File: src/rtl/izh_array.sv
// Time-multiplexed Izhikevich neuron array: one shared update datapath sweeps N_CH channels per step.
// Optional per-channel saturating spike counters when SPIKE_CNT_EN is defined.
//   state | meaning
//   IDLE  | waiting for step
//   RUN   | updating channel ch, one per cycle
//   FIN   | done pulse, back to IDLE
module izh_array #(
  parameter int N_CH     = 4,
  parameter int W        = 16,
  parameter int FRAC     = 8,
  parameter int DT_SHIFT = 1,
  localparam int CW      = $clog2(N_CH)
) (
  input  logic            clk,
  input  logic            reset,
  input  logic            step,
  input  logic [CW-1:0]   cfg_ch,
  input  logic            cur_we,
  input  logic [7:0]      cur_data,
  input  logic            mode_we,
  input  logic [1:0]      mode_data,
  output logic            busy,
  output logic            done,
  output logic [N_CH-1:0] spike,
  output logic            overrun,
  input  logic [CW-1:0]   mon_ch,
  output logic [7:0]      mon_v,
  output logic [7:0]      mon_cnt
);

  localparam int W2 = 2 * W;
  localparam logic signed [W2-1:0] SMAX = {{(W+1){1'b0}}, {(W-1){1'b1}}};
  localparam logic signed [W2-1:0] SMIN = {{(W+1){1'b1}}, {(W-1){1'b0}}};
  localparam logic signed [W-1:0]  V_RST = W'(-65 * (2 ** FRAC));
  localparam logic signed [W-1:0]  U_RST = W'(-13 * (2 ** FRAC));

  typedef enum logic [1:0] {IDLE, RUN, FIN} state_t;

  state_t              state;
  logic [CW-1:0]       ch;
  logic signed [W-1:0] v_q    [N_CH];
  logic signed [W-1:0] u_q    [N_CH];
  logic [7:0]          cur_q  [N_CH];
  logic [1:0]          mode_q [N_CH];

  function automatic logic signed [W-1:0] sat(input logic signed [W2-1:0] x);
    if (x > SMAX) return SMAX[W-1:0];
    if (x < SMIN) return SMIN[W-1:0];
    return x[W-1:0];
  endfunction

  logic signed [W2-1:0] v_x, u_x, i_x, vsq, dv, v_n, u_n, bv, c_x, d_x, u_sp;
  logic [2:0]           a_sh;
  logic signed [W-1:0]  v_s, u_s, v_wr, u_wr;
  logic                 fire;

  // Datapath for the channel currently addressed by ch; all math at 2W bits.
  always_comb begin
    v_x = W2'(v_q[ch]);
    u_x = W2'(u_q[ch]);
    i_x = W2'(cur_q[ch]) <<< FRAC;
    a_sh = 3'd6;
    c_x  = W2'(-65);
    d_x  = W2'(8);
    case (mode_q[ch])
      2'd1: begin a_sh = 3'd6; c_x = W2'(-55); d_x = W2'(4); end
      2'd2: begin a_sh = 3'd6; c_x = W2'(-50); d_x = W2'(2); end
      2'd3: begin a_sh = 3'd3; c_x = W2'(-65); d_x = W2'(2); end
      default: ;
    endcase
    vsq  = (v_x * v_x) >>> FRAC;
    dv   = (vsq >>> 5) + (vsq >>> 7) + (v_x <<< 2) + v_x + (W2'(140) <<< FRAC) - u_x + i_x;
    v_n  = v_x + (dv >>> DT_SHIFT);
    bv   = (v_x >>> 3) + (v_x >>> 4) + (v_x >>> 6);
    u_n  = u_x + (((bv - u_x) >>> a_sh) >>> DT_SHIFT);
    v_s  = sat(v_n);
    u_s  = sat(u_n);
    fire = W2'(v_s) >= (W2'(30) <<< FRAC);
    u_sp = W2'(u_s) + (d_x <<< FRAC);
    v_wr = fire ? W'(c_x <<< FRAC) : v_s;
    u_wr = fire ? sat(u_sp) : u_s;
  end

  always_ff @(posedge clk or posedge reset) begin
    if (reset) begin
      state   <= IDLE;
      ch      <= '0;
      busy    <= 1'b0;
      done    <= 1'b0;
      overrun <= 1'b0;
      spike   <= '0;
      mon_v   <= 8'hBF;
      for (int i = 0; i < N_CH; i++) begin
        v_q[i]    <= V_RST;
        u_q[i]    <= U_RST;
        cur_q[i]  <= 8'd0;
        mode_q[i] <= 2'd0;
      end
    end else begin
      done  <= 1'b0;
      mon_v <= v_q[mon_ch][FRAC+7:FRAC];
      // Config writes land via NBA, so an update in the same cycle still sees the old value.
      if (cur_we)  cur_q[cfg_ch]  <= cur_data;
      if (mode_we) mode_q[cfg_ch] <= mode_data;
      case (state)
        IDLE: if (step) begin
          state <= RUN;
          ch    <= '0;
          busy  <= 1'b1;
        end
        RUN: begin
          if (step) overrun <= 1'b1;
          v_q[ch]   <= v_wr;
          u_q[ch]   <= u_wr;
          spike[ch] <= fire;
          if (ch == CW'(N_CH - 1)) begin
            state <= FIN;
            busy  <= 1'b0;
            done  <= 1'b1;
          end else begin
            ch <= ch + 1'b1;
          end
        end
        FIN: begin
          if (step) overrun <= 1'b1;
          state <= IDLE;
        end
        default: state <= IDLE;
      endcase
    end
  end

`ifdef SPIKE_CNT_EN
  logic [7:0] cnt_q [N_CH];

  always_ff @(posedge clk or posedge reset) begin
    if (reset) begin
      mon_cnt <= 8'd0;
      for (int i = 0; i < N_CH; i++) cnt_q[i] <= 8'd0;
    end else begin
      mon_cnt <= cnt_q[mon_ch];
      if (state == RUN && fire && cnt_q[ch] != 8'hFF) cnt_q[ch] <= cnt_q[ch] + 8'd1;
    end
  end
`else
  assign mon_cnt = 8'd0;
`endif

endmodule

File: config.mk
export PLATFORM = sky130hd
export DESIGN_NAME = izh_array
export DESIGN_NICKNAME = d
export VERILOG_FILES = /design/src/rtl/izh_array.sv
export SDC_FILE = /design/constraint.sdc
export NUM_CORES = 1
export LEC_CHECK = 0
export CORE_MARGIN = 4
export CORE_UTILIZATION = 65
export CTS_CLUSTER_SIZE = 14
export DETAILED_ROUTE_END_ITERATION = 16
export PLACE_DENSITY = 0.84
export SLEW_MARGIN = 20
export SYNTH_ARGS = -nofsm -noshare
export SYNTH_HDL_FRONTEND = slang
export SYNTH_SLANG_ARGS = --single-unit
File: constraint.sdc
create_clock -name clk -period 20.3 [get_ports clk]
set_input_delay 4.06 -clock clk [delete_from_list [all_inputs] [get_ports clk]]
set_output_delay 4.06 -clock clk [all_outputs]
set_load 0.05 [all_outputs]
Yosys cells after proc, flatten, opt, wreduce, memory -nomap -nowiden
Cells that the tools add are included.
{"block": "word_totals", "ff_bits": 187, "input_bits": 19, "word_cells": 140, "out_inout_bits": 23}
{"block": "op_classes", "n_lt_le_gt_ge": 14, "eq_ne": 9, "mul": 1, "reduce_logical": 11, "bitwise_logic": 3, "shifts": 1, "n_addsub": 13, "mux": 65}
{"operator": "2-to-1 mux 16 bit", "n": 21}
{"operator": "bitwise mux 64 bit", "n": 2}
{"operator": "binary-select mux 16 bit (select 2 bit)", "n": 3}
{"operator": "adder 16 x 31 -> 32 bit", "n": 1}
{"operator": "bitwise mux 32 bit", "n": 1}
{"operator": "demux 16 bit (select 2 bit)", "n": 1}
{"operator": "greater-than comparator 32 x 16 -> 1 bit (second input constant)", "n": 1}
{"operator": "< comparator 32 x 16 -> 1 bit (second input constant)", "n": 1}
{"operator": "multiplier 16 x 16 -> 32 bit", "n": 1}
{"operator": ">>> shifter 17 x 3 -> 32 bit", "n": 1}
{"operator": "adder 16 x 24 -> 25 bit", "n": 1}
{"operator": "adder 24 x 17 -> 25 bit", "n": 1}
{"operator": "greater-than comparator 25 x 16 -> 1 bit (second input constant)", "n": 1}
{"operator": "< comparator 25 x 16 -> 1 bit (second input constant)", "n": 1}
{"operator": "2-to-1 mux 8 bit", "n": 3}
{"operator": "subtractor 23 x 16 -> 24 bit", "n": 1}
{"operator": "adder 22 x 17 -> 23 bit (second input constant)", "n": 1}
{"operator": "adder 21 x 16 -> 22 bit", "n": 1}
{"operator": "adder 20 x 18 -> 21 bit", "n": 1}
{"operator": "adder 19 x 17 -> 20 bit", "n": 1}
{"operator": "adder 16 x 13 -> 17 bit", "n": 1}
{"operator": "greater-than comparator 17 x 16 -> 1 bit (second input constant)", "n": 1}
{"operator": "< comparator 17 x 16 -> 1 bit (second input constant)", "n": 1}
{"operator": "subtractor 15 x 16 -> 17 bit", "n": 1}
{"operator": "32 further kinds", "n": 68}

Longest topological paths before layout
{"block": "depth", "word_depth": 22, "ltp_mapped": 64, "ltp_nobuf": 58}

Worst setup path after synthesis
Ideal clock, no wire load.
{"block": "synth_path", "path_type": "register to register", "startpoint": "register ch[1]", "endpoint": "register v_q[20] (netlist name)", "path_stages_with_launch": 56, "arrival_ns": 14.642, "path_slack_ns": 5.554, "synth_period_minus_slack_ns": 14.746, "required_time_ns": 20.197, "setup_ns": 0.103, "n_path_buf": 5, "path_cell_list": "dfrtp_1 clkbuf_1 buf_1 buf_1 mux2_2 o21ai_1 clkinv_1 nand2_1 fa_1 fa_1 fa_1 fa_1 inv_1 fa_1 inv_1 fa_1 inv_1 ha_1 [20 not listed] a31oi_1 o21ai_0 nand4_1 a31oi_1 xor2_1 ha_1 buf_2 and4_1 nand2_1 nor4_2 nor3_1 o2111a_1 or3_1 or4_4 nor3_4 nor2_4 buf_6 o41ai_2"}
{"block": "synth_between", "elab_chain_len": 20, "word_cells_on_any_way": 34, "classes_between": "7 x add/sub; 1 x mul; 5 x order compare; 19 x mux; 1 x bitwise; 1 x reduce/logical"}
{"item": "from (decl)", "line_no": "40", "source": "logic [CW-1:0] ch;"}
{"item": "from (signal assigned)", "line_no": "121", "source": "ch <= ch + 1'b1;"}
{"item": "NOT 2 -> 3 bit (implied by the code) *"}
{"item": "binary-select mux 16 bit (select 2 bit)", "line_no": "59", "source": "v_x = W2'(v_q[ch]);"}
{"item": "2-to-1 mux 16 bit (implied by the code) (2 in a row)", "line_no": "59"}
{"item": "multiplier 16 x 16 -> 32 bit", "line_no": "71", "source": "vsq = (v_x * v_x) >>> FRAC;"}
{"item": "adder 19 x 17 -> 20 bit", "line_no": "72", "source": "dv = (vsq >>> 5) + (vsq >>> 7) + (v_x <<< 2) + v_x + (W2'(140) <<< FRAC) - u_x + i_x;"}
{"item": "adder 20 x 18 -> 21 bit", "line_no": "72"}
{"item": "adder 21 x 16 -> 22 bit", "line_no": "72"}
{"item": "adder 22 x 17 -> 23 bit", "line_no": "72"}
{"item": "[2 not listed]"}
{"item": "adder 16 x 24 -> 25 bit", "line_no": "73", "source": "v_n = v_x + (dv >>> DT_SHIFT);"}
{"item": "< comparator 25 x 16 -> 1 bit", "line_no": "48", "source": "if (x < SMIN) return SMIN[W-1:0];"}
{"item": "2-to-1 mux 1 bit (2 in a row)", "line_no": "48"}
{"item": "2-to-1 mux 16 bit", "line_no": "49", "source": "return x[W-1:0];"}
{"item": "2-to-1 mux 16 bit", "line_no": "48"}
{"item": ">= comparator 16 x 14 -> 1 bit", "line_no": "78", "source": "fire = W2'(v_s) >= (W2'(30) <<< FRAC);"}
{"item": "2-to-1 mux 16 bit", "line_no": "80", "source": "v_wr = fire ? W'(c_x <<< FRAC) : v_s;"}
{"item": "bitwise mux 64 bit *", "line_no": "113", "source": "v_q[ch] <= v_wr;"}
{"item": "to (signal, indexed assignment)", "line_no": "113"}
{"item": "to (decl)", "line_no": "41", "source": "logic signed [W-1:0] v_q [N_CH];"}
Every way passes the cells marked *; elsewhere a longest branch is shown, timed or not. The select of a mux whose other input is x is not followed.
A chain may end at the register's enable or synchronous reset.

Final worst setup path
{"block": "layout_path", "startpoint": "register ch[1]", "endpoint": "register u_q[36] (netlist name)"}
{"block": "layout_between", "elab_chain_len": 22, "word_cells_on_any_way": 65, "classes_between": "12 x add/sub; 1 x mul; 9 x order compare; 3 x eq/ne; 1 x shift; 36 x mux; 1 x bitwise; 2 x reduce/logical"}
{"item": "NOT 2 -> 3 bit (implied by the code) *"}
{"item": "branches (longest 20 deep; another with multiplier 16 x 16 -> 32 bit)"}
{"item": "bitwise mux 64 bit *", "line_no": "114", "source": "u_q[ch] <= u_wr;"}
{"item": "to (signal, indexed assignment)", "line_no": "114"}
{"item": "to (decl)", "line_no": "42", "source": "logic signed [W-1:0] u_q [N_CH];"}
Mark *: on every way between the ends. The select of a mux whose other input is x is not followed.

==> flow_summary.ini <==
[run_status]
outcome = complete, no violations

[yosys]
synthArstFlopShare_pct = 100
synth_warnings = 0
synth-seq-area-share_pct = 19.6
syn_area_per_cell_um2 = 9.59
ys_types = 84
yosysTopAreaCellShare_pct = 26.4
synth-edff-count = 0
synth_top_flop_cell = dfrtp_1
ys_ff_latch = 187
synth_top_cell_by_area = fa_1
postSynthCellCount = 2523
yosys-top-cells-area = fa_1 (26%), dfrtp_1 (13%), ha_1 (12%)
syn_area_um2 = 24200

[cts]
path_clk_slew_ns = 0.08
cts_sinks = 187
post_cts_resized = 0
cts_made_buffers = 17
cts_root_buffer = clkbuf_16
cts_hold_buf = 0
worst_skew_pair.late_latency_ns = 0.45
cts_tree = built
clk_path_buf_depth = 2
htreeDepth = 4
postCtsSetupBuffers = 0

[placement]
pre_cts_slack_ns = 4.25
dpl-instance-area_um2 = 25000
dp_hpwl_mm = 46.1
port-buffer-count = 33
place_congestion = 0.943

[worst_setup_path]
critPathTopFamily = adder cells
cp_data_arrival_time_ns = 16.56
cpMostUsedCell = fa_1
crit_buf_inv = 9
startpoint_type = flip-flop
crit_slowest_cell = o21ai_2
endpoint_kind = flip-flop
slowest_delay_ns = 0.78
cp_max_fo = 54
path_class = reg -> reg
cp.required_ns = 20.65

[final_layout]
nNetsFinal = 3083
diodes = 0
regArea_um2 = 4760
multiInputGateArea_um2 = 17300
fill_cells = 2687
stdcell_area_um2 = 25600
final_common_cell = inv_1
area_growth_pct = 5.65
layout-drive-gt1-share_pct = 10.1
layout_common_cells = inv_1 (475), fa_1 (319), nand2_1 (279)

[global_routing]
grt_use_met3_pct = 3.83
grt_max_degree = 114
use_met2_pct = 52.3
grt_use_met1_pct = 38.8
grt_busiest_layer = met2
grt_antenna_before_repair = 0
grt_pass1_wl_mm = 99.4
grt_overflow = 0
grt_use_total_pct = 30.0
grt_pass1_vias = 20098

[sta]
hold_ws_ns = 0.468
fin_crit_sh_pct = 79.9
rsz0062_at_grt = false
fmax_ghz = 0.0617
period_minus_slack_ns = 16.22
setup_violations = 0
tns_ns = 0
maxSlewViolCount = 0
hold_violations = 0
fin_ws_ns = 4.08
worst_pin_slew_ns = 1.12
relSlewSlack_pct = 24.6
skew_ns = 0.0148

[floorplanning]
die_h_um = 201
coreArea_um2 = 36700
fp-row-count = 70
dieArea_um2 = 40400
io_pins = 42
initial_core_util_pct = 65.9
fp.dieW_um = 201

[min_path]
hold_path.class = reg -> reg

[routing]
drt-initial-drc-count = 1497
avgRoutedWirePerCell_um = 19.6
wl_mm = 58.8
dr.pass1.iters = 5
num_vias = 18464
ant_nets = 0
via_per_inst = 6.15
drc = 0

[job]
drv_cap = 0
==> area by class of cell <==
class	count	share of cell area, %
clock buffers	17	1.66
clock inverters	15	0.661
inverters	482	7.10
multi-input cells	1775	67.7
flip-flops and latches	187	18.6
well taps	468	2.29
repair buffers	58	2.03
==> flip-flops by register name (all words and copies together) (netlist names), 2 cells and up <==
| signal | cells |
|---|---|
| ch | 2 |
| u_q | 64 |
| cur_q | 32 |
| spike | 4 |
| mon_v | 8 |
| state | 2 |
| mode_q | 8 |
| v_q | 64 |
==> per-layer routing <==
layer	vias to the layer above	routed length (um)
li1	8287	-
met1	9232	23100
met2	779	29500
met3	166	3840
met4	0	2290
met5	-	0
==> cell families after synthesis <==
family	share of synthesized area, %
and+or+nand+nor	10.8
buffers and inverters	9.04
adders and majority gates	38.0
AOI/OAI and AO/OA	11.8
DFF	19.6
muxes	7.35
xor gates and xnor gates	3.33
other	0.0155
==> cells in the mapped netlist (all sizes together) (7+ instances only) <==
master / number
dfrtp: 128
nor2b: 13
or3: 13
ha: 224
fa: 319
nand3: 40
nand2: 283
inv: 476
o21a: 23
nand4: 9
nor2: 125
mux2: 72
clkbuf: 60
mux4: 35
o21bai: 13
nand2b: 16
buf: 26
o41ai: 14
and2: 14
or2: 7
a211oi: 10
o211ai: 45
o21ai: 111
o311ai: 13
xor2: 28
nor3: 27
nor4: 7
and3: 7
dfstp: 59
xnor2: 64
a21o: 22
a31oi: 9
a21oi: 77
o31ai: 38
mux2i: 18
==> through the flow <==
step	util, %	cells
5_1_grt	69.6	3002
6_report	69.6	3002
2_1_floorplan	-	2530
3_3_place_gp	68.0	2970
4_1_cts	69.6	3002
3_5_place_dp	68.0	2970
==> worst paths after layout <==
path | endpoint | startpoint | slack, ns | cells after the start
min reg2reg | u_q[63] | u_q[63] | 0.47 | 2
min | u_q[63] | u_q[63] | 0.47 | 2
min in group asynchronous | u_q[43] | reset | 4.19 | 2
max | u_q[36] | ch[1] | 4.08 | 52
max in group asynchronous | ch[1] | reset | 14.56 | 3
max reg2reg | u_q[36] | ch[1] | 4.08 | 52
==> worst reg2reg max path, delay by kind of cell, from the launching register on <==
family,cells,cell delay [ns]
compound gates,15,4.18
xor+xnor,2,0.42
fa+ha+maj,13,6.04
buf+inv,9,1.88
flops,1,0.49
mux,1,0.31
simple gates,12,2.82
Power is left out: the tool's default activity adds up to more than one toggle a clock period on the data nets, which glitch-free logic cannot reach.
